## config.mk

```make
export PLATFORM = sky130hd
export DESIGN_NAME = prog_load_ctrl
export DESIGN_NICKNAME = d
export VERILOG_FILES = /design/src/rtl/prog_load_ctrl.sv
export SDC_FILE = /design/constraint.sdc
export NUM_CORES = 1
export LEC_CHECK = 0
export CAP_MARGIN = 10
export CORE_MARGIN = 2
export CORE_UTILIZATION = 48
export DETAILED_ROUTE_END_ITERATION = 10
export GPL_ROUTABILITY_DRIVEN = 0
export PLACE_DENSITY_LB_ADDON = 0.12
export SETUP_SLACK_MARGIN = 0.02
export SLEW_MARGIN = 20
export SYNTH_ARGS = -nofsm -noshare
export SYNTH_HDL_FRONTEND = slang
export SYNTH_SLANG_ARGS = --single-unit
```

## constraint.sdc

```tcl
create_clock -name clock -period 1.6 [get_ports clock]
set_input_delay 0.32 -clock clock [delete_from_list [all_inputs] [get_ports clock]]
set_output_delay 0.32 -clock clock [all_outputs]
set_load 0.02 [all_outputs]
```

## src/rtl/prog_load_ctrl.sv

```systemverilog
// Program-load front end: debounces the program button into single memory writes at an
// auto-incrementing address, and sequences the CPU reset when switching to run mode.
module prog_load_ctrl #(
  parameter int unsigned ADDR_W     = 5,
  parameter int unsigned DEBOUNCE   = 4,
  parameter int unsigned RST_CYCLES = 3
) (
  input  logic              clock,
  input  logic              reset_N,
  input  logic              mode,
  input  logic              p_clock,
  input  logic [7:0]        io_in,
  output logic              mem_we,
  output logic [ADDR_W-1:0] mem_addr,
  output logic [7:0]        mem_wdata,
  output logic              cpu_reset_N,
  output logic [ADDR_W:0]   word_count,
  output logic              full,
  output logic [1:0]        state_led
);

  localparam int unsigned DbW = $clog2(DEBOUNCE + 1);
  localparam int unsigned RcW = $clog2(RST_CYCLES + 1);
  localparam logic [ADDR_W:0] LastCount = {1'b0, {ADDR_W{1'b1}}};

  typedef enum logic [1:0] {
    StProg  = 2'b00,
    StWrite = 2'b01,
    StStart = 2'b10,
    StRun   = 2'b11
  } state_e;

  state_e         state_q;
  logic           mode_s1_q, mode_s2_q;
  logic           pc_s1_q, pc_s2_q;
  logic           stable_q;
  logic           press_q;
  logic [DbW-1:0] db_cnt_q;
  logic [RcW-1:0] rst_cnt_q;

  assign state_led = state_q;

  always_ff @(posedge clock) begin
    if (!reset_N) begin
      state_q     <= StProg;
      mode_s1_q   <= 1'b1;
      mode_s2_q   <= 1'b1;
      pc_s1_q     <= 1'b1;
      pc_s2_q     <= 1'b1;
      stable_q    <= 1'b1;
      press_q     <= 1'b0;
      db_cnt_q    <= '0;
      rst_cnt_q   <= '0;
      mem_we      <= 1'b0;
      mem_addr    <= '0;
      mem_wdata   <= 8'h00;
      cpu_reset_N <= 1'b0;
      word_count  <= '0;
      full        <= 1'b0;
    end else begin
      mode_s1_q <= mode;
      mode_s2_q <= mode_s1_q;
      pc_s1_q   <= p_clock;
      pc_s2_q   <= pc_s1_q;

      // Press is registered so the FSM acts one edge after the stable level falls.
      press_q <= 1'b0;
      if (pc_s2_q != stable_q) begin
        if (db_cnt_q == DbW'(DEBOUNCE - 1)) begin
          stable_q <= pc_s2_q;
          db_cnt_q <= '0;
          press_q  <= stable_q;
        end else begin
          db_cnt_q <= db_cnt_q + 1'b1;
        end
      end else begin
        db_cnt_q <= '0;
      end

      mem_we <= 1'b0;
      unique case (state_q)
        StProg: begin
          if (!mode_s2_q) begin
            state_q   <= StStart;
            rst_cnt_q <= '0;
          end else if (press_q && !full) begin
            state_q   <= StWrite;
            mem_we    <= 1'b1;
            mem_wdata <= io_in;
          end
        end
        StWrite: begin
          mem_addr   <= mem_addr + 1'b1;
          word_count <= word_count + 1'b1;
          full       <= (word_count == LastCount);
          state_q    <= StProg;
        end
        StStart: begin
          if (mode_s2_q) begin
            state_q    <= StProg;
            mem_addr   <= '0;
            word_count <= '0;
            full       <= 1'b0;
          end else if (rst_cnt_q == RcW'(RST_CYCLES - 1)) begin
            state_q     <= StRun;
            cpu_reset_N <= 1'b1;
          end else begin
            rst_cnt_q <= rst_cnt_q + 1'b1;
          end
        end
        StRun: begin
          if (mode_s2_q) begin
            state_q     <= StProg;
            cpu_reset_N <= 1'b0;
            mem_addr    <= '0;
            word_count  <= '0;
            full        <= 1'b0;
          end
        end
      endcase
    end
  end

endmodule
```

==> flow_metrics.tcl <==
set metrics [dict create \
    status "finished, violations left" \
    violations "design-rule violations" \
    comb_power_share 0.060 \
    synth_warnings 0 \
    io_pins 36 \
    cpLargestDelayFamily "flip-flops" \
    hold_path.class "reg2reg" \
    hold_viol 0 \
    seqPwrFrac 0.612 \
    rsz0062_at_grt "false" \
    die-area_um2 3470 \
    initial_core_util 0.517 \
    track_usage 0.185 \
    clk_pin_slew_worst_paths_ps 110 \
    yosysTopAreaCell "dfxtp_1" \
    finalCriticalPeriod_ps 1450 \
    final_util 0.677 \
    synth_cell_types 37 \
    fmax_mhz 688 \
    area_growth_pct 31.1 \
    die_w_um 58.9 \
    setup_viol 0 \
    synth_common_cells "35 x dfxtp_1, 17 x a21oi_1, 13 x nand2_1, 13 x o21ai_0, 11 x nand3_1" \
    cts_buffer_depth 2 \
    synth.area.top_cells "dfxtp_1 48%, a21oi_1 5.9%, o21ai_0 4.5%" \
    antenna_left 0 \
    fin_worst_skew_ps 6.52 \
    timing.slew.headroom 0.748 \
    finalWirelength_um 3010 \
    critPathKind "reg2out" \
    crit_arrival_ps 1130 \
    fin_area_um2 1900 \
    num_vias 1303 \
    synth.top_cell.area_share 0.484 \
    critical_path.max_fanout 5 \
    routed_via_density 5.50 \
    report.final.slew_viol_count 0 \
    nets 222 \
    cp_cell_sequence "dlygate4sd2_1" \
    worst_pin_slew_ps 373 \
    portBuffers 35 \
    critPathSlowestCell "dfxtp_1" \
    required_ps 1280 \
    cts_max_level 2 \
    p_sw_frac 0.244 \
    grt_pass1_wl_um 4840 \
    syn_area_um2 1450 \
    synth_edf_count 0 \
    drv_cap 0 \
    syn_area_per_cell_um2 8.89 \
    critical_path.endpoint_type "output pin" \
    p_leak_nw 0.808 \
    rows 19 \
    power_density_nw_per_um2 761 \
    vdd_ir_drop_max_mv 0.570 \
    core_area_um2 2810 \
    dpl.hpwl_um 2210 \
    critical-path-max-stage-delay_ps 430 \
    wl_per_cell_um 12.7 \
    grt_pass1_vias 1151 \
    grt_max_degree 19 \
    grt-ovfl-total 0 \
    diodes 0 \
    drt-pass1-iter-count 7 \
    yosysSeqAreaShare 0.484 \
    critPathBufInv 1 \
    clock-root-buffer "clkbuf_4" \
    syn_nets 180 \
    yosysMostFrequentCell "dfxtp_1" \
    clock_latency_ps 340 \
    cts-buffers-inserted 5 \
    antenna_found_initial 0 \
    internal-power_mw 1.09 \
    pwr-share-clk 0.328 \
    min_period_over_period 0.909 \
    synth_flop_cell "dfxtp_1" \
    ys_async_sr_fraction 0 \
    ys_ff_latch 35 \
    cts_tree "done" \
    drc 4 \
    cp-start-kind "flip-flop" \
    synth_cells 163 \
    die_y_um 58.9 \
    p_switching_mw 0.352 \
    fin_setup_tns_ps 0 \
    drt_iter0_drc 64 \
    drive_gt1_frac 0.0922 \
    placed_area_um2 1870 \
    clock-sinks 35 \
]
## cell families after synthesis
kind of cell / share of synthesized area
AOI/OAI and AO/OA: 0.177
xor gates and xnor gates: 0.0181
adders and majority gates: 0.0432
buffers and inverters: 0.0492
DFF: 0.484
muxes: 0.0276
and+or+nand+nor: 0.201
## registers in the layout (all words and copies together) (netlist names)
name         count
mem_wdata        8
word_count       6
rst_cnt_q        2
state_led        2
mode_s2_q        1
pc_s1_q          1
mem_we           1
db_cnt_q         3
pc_s2_q          1
stable_q         1
full             1
mem_addr         5
press_q          1
mode_s1_q        1
cpu_reset_N      1
## area by class of cell
cell class	instances	area, um^2
fill	237	906
sequential	35	701
multi-input combinational	110	677
timing repair buffer	45	395
tap	31	38.8
clock buffer	5	37.5
inverter	8	30.0
clock inverter	3	20.0
## worst reg2reg max path, cell delays in order, from the launching register on
cell     delay (ps)
dfxtp_1         430
mux2i_1         100
buf_4           190
or4_1           510
a21oi_1         150
## cell usage in the layout (no fill, tap or decap)
| master | netlist | final |
|---|---|---|
| nand4b_1 | 1 | 1 |
| o21a_1 | 1 | 1 |
| nand2_1 | 13 | 13 |
| or3_1 | 6 | 6 |
| clkbuf_4 | 0 | 5 |
| dfxtp_1 | 35 | 35 |
| a22oi_1 | 1 | 1 |
| nor2b_1 | 1 | 1 |
| nand2b_1 | 5 | 5 |
| nor2_1 | 10 | 10 |
| and4b_1 | 1 | 1 |
| clkinvlp_4 | 0 | 2 |
| inv_2 | 1 | 1 |
| and3b_1 | 1 | 1 |
| nor3_1 | 2 | 2 |
| nor4bb_1 | 1 | 1 |
| o21ai_0 | 13 | 13 |
| a211oi_1 | 1 | 1 |
| clkinv_2 | 0 | 1 |
| buf_4 | 0 | 10 |
| o22a_1 | 2 | 2 |
| xnor2_1 | 1 | 1 |
| a211o_1 | 1 | 1 |
| or4_1 | 1 | 1 |
| nor4b_1 | 1 | 1 |
| o311ai_0 | 1 | 1 |
| o41ai_1 | 1 | 1 |
| o31ai_1 | 1 | 1 |
| mux2i_1 | 4 | 4 |
| nand3_1 | 11 | 11 |
| o21bai_1 | 1 | 1 |
| a21boi_0 | 1 | 1 |
| inv_1 | 7 | 7 |
| ha_1 | 5 | 5 |
| nand4bb_1 | 1 | 1 |
| a2bb2oi_1 | 2 | 2 |
| clkdlybuf4s50_1 | 0 | 11 |
| a21oi_1 | 17 | 17 |
| xor2_1 | 2 | 2 |
| dlygate4sd2_1 | 0 | 24 |
## metrics by stage
stage | instances | power (mW) | hold slack (ps) | setup slack [ps]
5_1_grt | 237 | 1.50 | 448 | 87.1
3_5_place_dp | 229 | 0.993 | 400 | 65.2
6_report | 237 | 1.44 | 424 | 146
4_1_cts | 237 | 1.46 | 428 | 134
2_1_floorplan | 163 | 0.943 | 386 | 190
3_3_place_gp | 229 | 0.991 | 396 | 130
## layer usage
metal	part of all wire	global-route usage	routed length, um
met1	0.44	0.224	1330
met2	0.49	0.302	1470
met3	0.054	0.0484	163
met4	0.016	0.0974	47
met5	0	0	0
## power by group through the flow
stage	combinational (mW)	clock, mW	sequential [mW]
after global placement	0.0868	0	0.904
final	0.0870	0.473	0.884
after global routing	0.0939	0.518	0.886
after floorplan	0.0352	0	0.908
after detailed placement	0.0888	0	0.905
after CTS	0.0871	0.485	0.884
## repair_timing
| item | CTS | global route |
|---|---|---|
| gates resized for setup | 24 | 0 |
| hold buffers | 0 | 0 |
| endpoints found under the setup margin | 24 | 0 |
| buffers inserted | 0 | 0 |
## worst paths after layout
| check | from | endpoint | slack (ps) | cells past startpoint |
|---|---|---|---|---|
| worst max register to register | state_led[0] | word_count[5] | 160 | 4 |
| worst min register to register | mode_s1_q | mode_s2_q | 420 | 1 |
| worst max-delay path | state_led[0] | state_led[0] | 150 | 1 |
| worst min-delay path | mode_s1_q | mode_s2_q | 420 | 1 |
Power figures use the tool's default switching activity.
==> RTL change (same settings) <==
Add an input register stage for `mode`; this delays it by one clock. The other inputs are not delayed to match.
--- a/src/rtl/prog_load_ctrl.sv
+++ b/src/rtl/prog_load_ctrl.sv
@@ -30,6 +30,12 @@
     StRun   = 2'b11
   } state_e;
 
+  logic mode_q;
+
+  always_ff @(posedge clock) begin
+    mode_q <= mode;
+  end
+
   state_e         state_q;
   logic           mode_s1_q, mode_s2_q;
   logic           pc_s1_q, pc_s2_q;
@@ -58,7 +64,7 @@
       word_count  <= '0;
       full        <= 1'b0;
     end else begin
-      mode_s1_q <= mode;
+      mode_s1_q <= mode_q;
       mode_s2_q <= mode_s1_q;
       pc_s1_q   <= p_clock;
       pc_s2_q   <= pc_s1_q;
Behaviour: not the same (Yosys sat finds a counterexample within 4 cycles, from zero or initial values and one cycle with reset_N low).
==> RTL change against the unedited design <==
Final area increased by 1.6%. Largest cell class unchanged. Area after synthesis grew 1.4%. Sequential cell count is 1 higher. Register-to-register slack about the same. Via count stayed put. Worst setup slack lost 0.018 ns. Critical path type unchanged. Power rose by 3.7%. Wire length is 2.0% higher. Clock power grew 6.3%.
==> RTL change: results (changes against the unedited design) <==
global-route wire length before repair: 5085 um (+5.1%)
net switching power figure: 0.0003396 W (-3.5%)
drt first pass iters: 5 (-2)
fraction of layout cells with a size suffix above 1: 9.662% (+0.44 points)
smallest hold slack: 0.4168 ns (-0.007504 ns)
status: completed
Worst Path Max Fanout: 7 (+2)
Worst Hold Endpoint: mode_s1_q$_SDFF_PN1_
register area share after synthesis: 49.06% (+0.70 points)
arrival time at the worst endpoint: 1.15 ns (+0.02 ns)
fin nets: 223 (+0.45%)
Worst-Margin Slew: 0.4239 ns (+0.05054 ns)
clk_skew: 0.007783 ns (+0.001260 ns)
critical hold path startpoint: mode_q$_DFF_P_
fillcell total: 275 (+16%)
global router's overall resource usage: 19.14% (+0.62 points)
DP HPWL: 2135 um (-3.2%)
H-tree Lvls: 2 (unchanged)
LEAKAGE: 0.8283 nW (+2.5%)
worst IR drop on VDD: 0.5901 mV (+3.6%)
Starting DRT DRC Count: 57 (-11%)
syn nets: 181 (+0.56%)
critical path's largest stage delay: 0.45 ns (+0.02 ns)
vias in the first global route: 1234 (+7.2%)
DR WL/cell: 12.79 um (+0.68%)
top cells by count, synth: dfxtp_1 (36), a21oi_1 (17), nand2_1 (13), o21ai_0 (13), nand3_1 (11)
max-cap violation count: 0 (unchanged)
## RTL change: cell count changes after synthesis
cell	before	now
dfxtp_1	35	36
## RTL change: power by group through the flow
stage          sequential (W)  combinational [W]  clock [W]
2_1_floorplan        0.000935          0.0000352          0
3_3_place_gp         0.000931          0.0000856          0
3_5_place_dp         0.000932          0.0000861          0
4_1_cts              0.000911          0.0000844   0.000518
5_1_grt              0.000913          0.0000910   0.000562
6_report             0.000911          0.0000846   0.000503
## RTL change: worst max-delay path by stage
stage,endpoint
3_3_place_gp,mem_addr[4]$_SDFFE_PN0P_
6_report,state_led[0]
2_1_floorplan,mem_addr[4]$_SDFFE_PN0P_
4_1_cts,mem_wdata[4]$_SDFFE_PN0P_
3_5_place_dp,mem_addr[4]$_SDFFE_PN0P_
5_1_grt,word_count[0]
## RTL change: cell families after synthesis
logic type | share of synthesized area (%)
AO/OA/AOI/OAI | 17.46
XOR/XNOR | 1.789
adder cells (fa/ha/maj) | 4.259
buffers and inverters | 4.855
flip-flops | 49.06
multiplexers | 2.726
AND/OR/NAND/NOR | 19.85
## RTL change: routing by layer
layer,global-route usage (%),part of all wire [%]
met5,0,0
met1,22.89,46
met2,31.87,49
met4,9.416,1.5
met3,4.585,4.0
## RTL change: cell type report
| class | instances | area share, % |
|---|---|---|
| clock buffers | 6 | 2.657 |
| clock inverters | 2 | 0.5185 |
| inverters | 8 | 1.555 |
| multi-input cells | 110 | 35.32 |
| flip-flops and latches | 36 | 37.33 |
| well taps | 33 | 2.139 |
| repair buffers | 45 | 20.48 |
## RTL change: per-stage QoR
stage	power [W]	std cells	util [%]	instance area, um^2	worst slack (ns)
after floorplan	0.0009697	164	-	1469	0.1904
after global placement	0.001017	232	63.61	1894	0.1066
after detailed placement	0.001018	232	63.61	1894	0.04387
after CTS	0.001513	240	64.66	1926	0.09811
after global routing	0.001566	240	64.83	1931	0.05452
final	0.001498	240	64.83	1931	0.1283
## RTL change: what timing repair did
action | CTS | global route
gates resized for setup | 24 | 1
gates cloned | 0 | 0
endpoints found under the setup margin | 24 | 6
pin swaps | 0 | 0
hold buffers | 0 | 0
buffers inserted | 0 | 0
endpoints found under the hold margin | 0 | 0
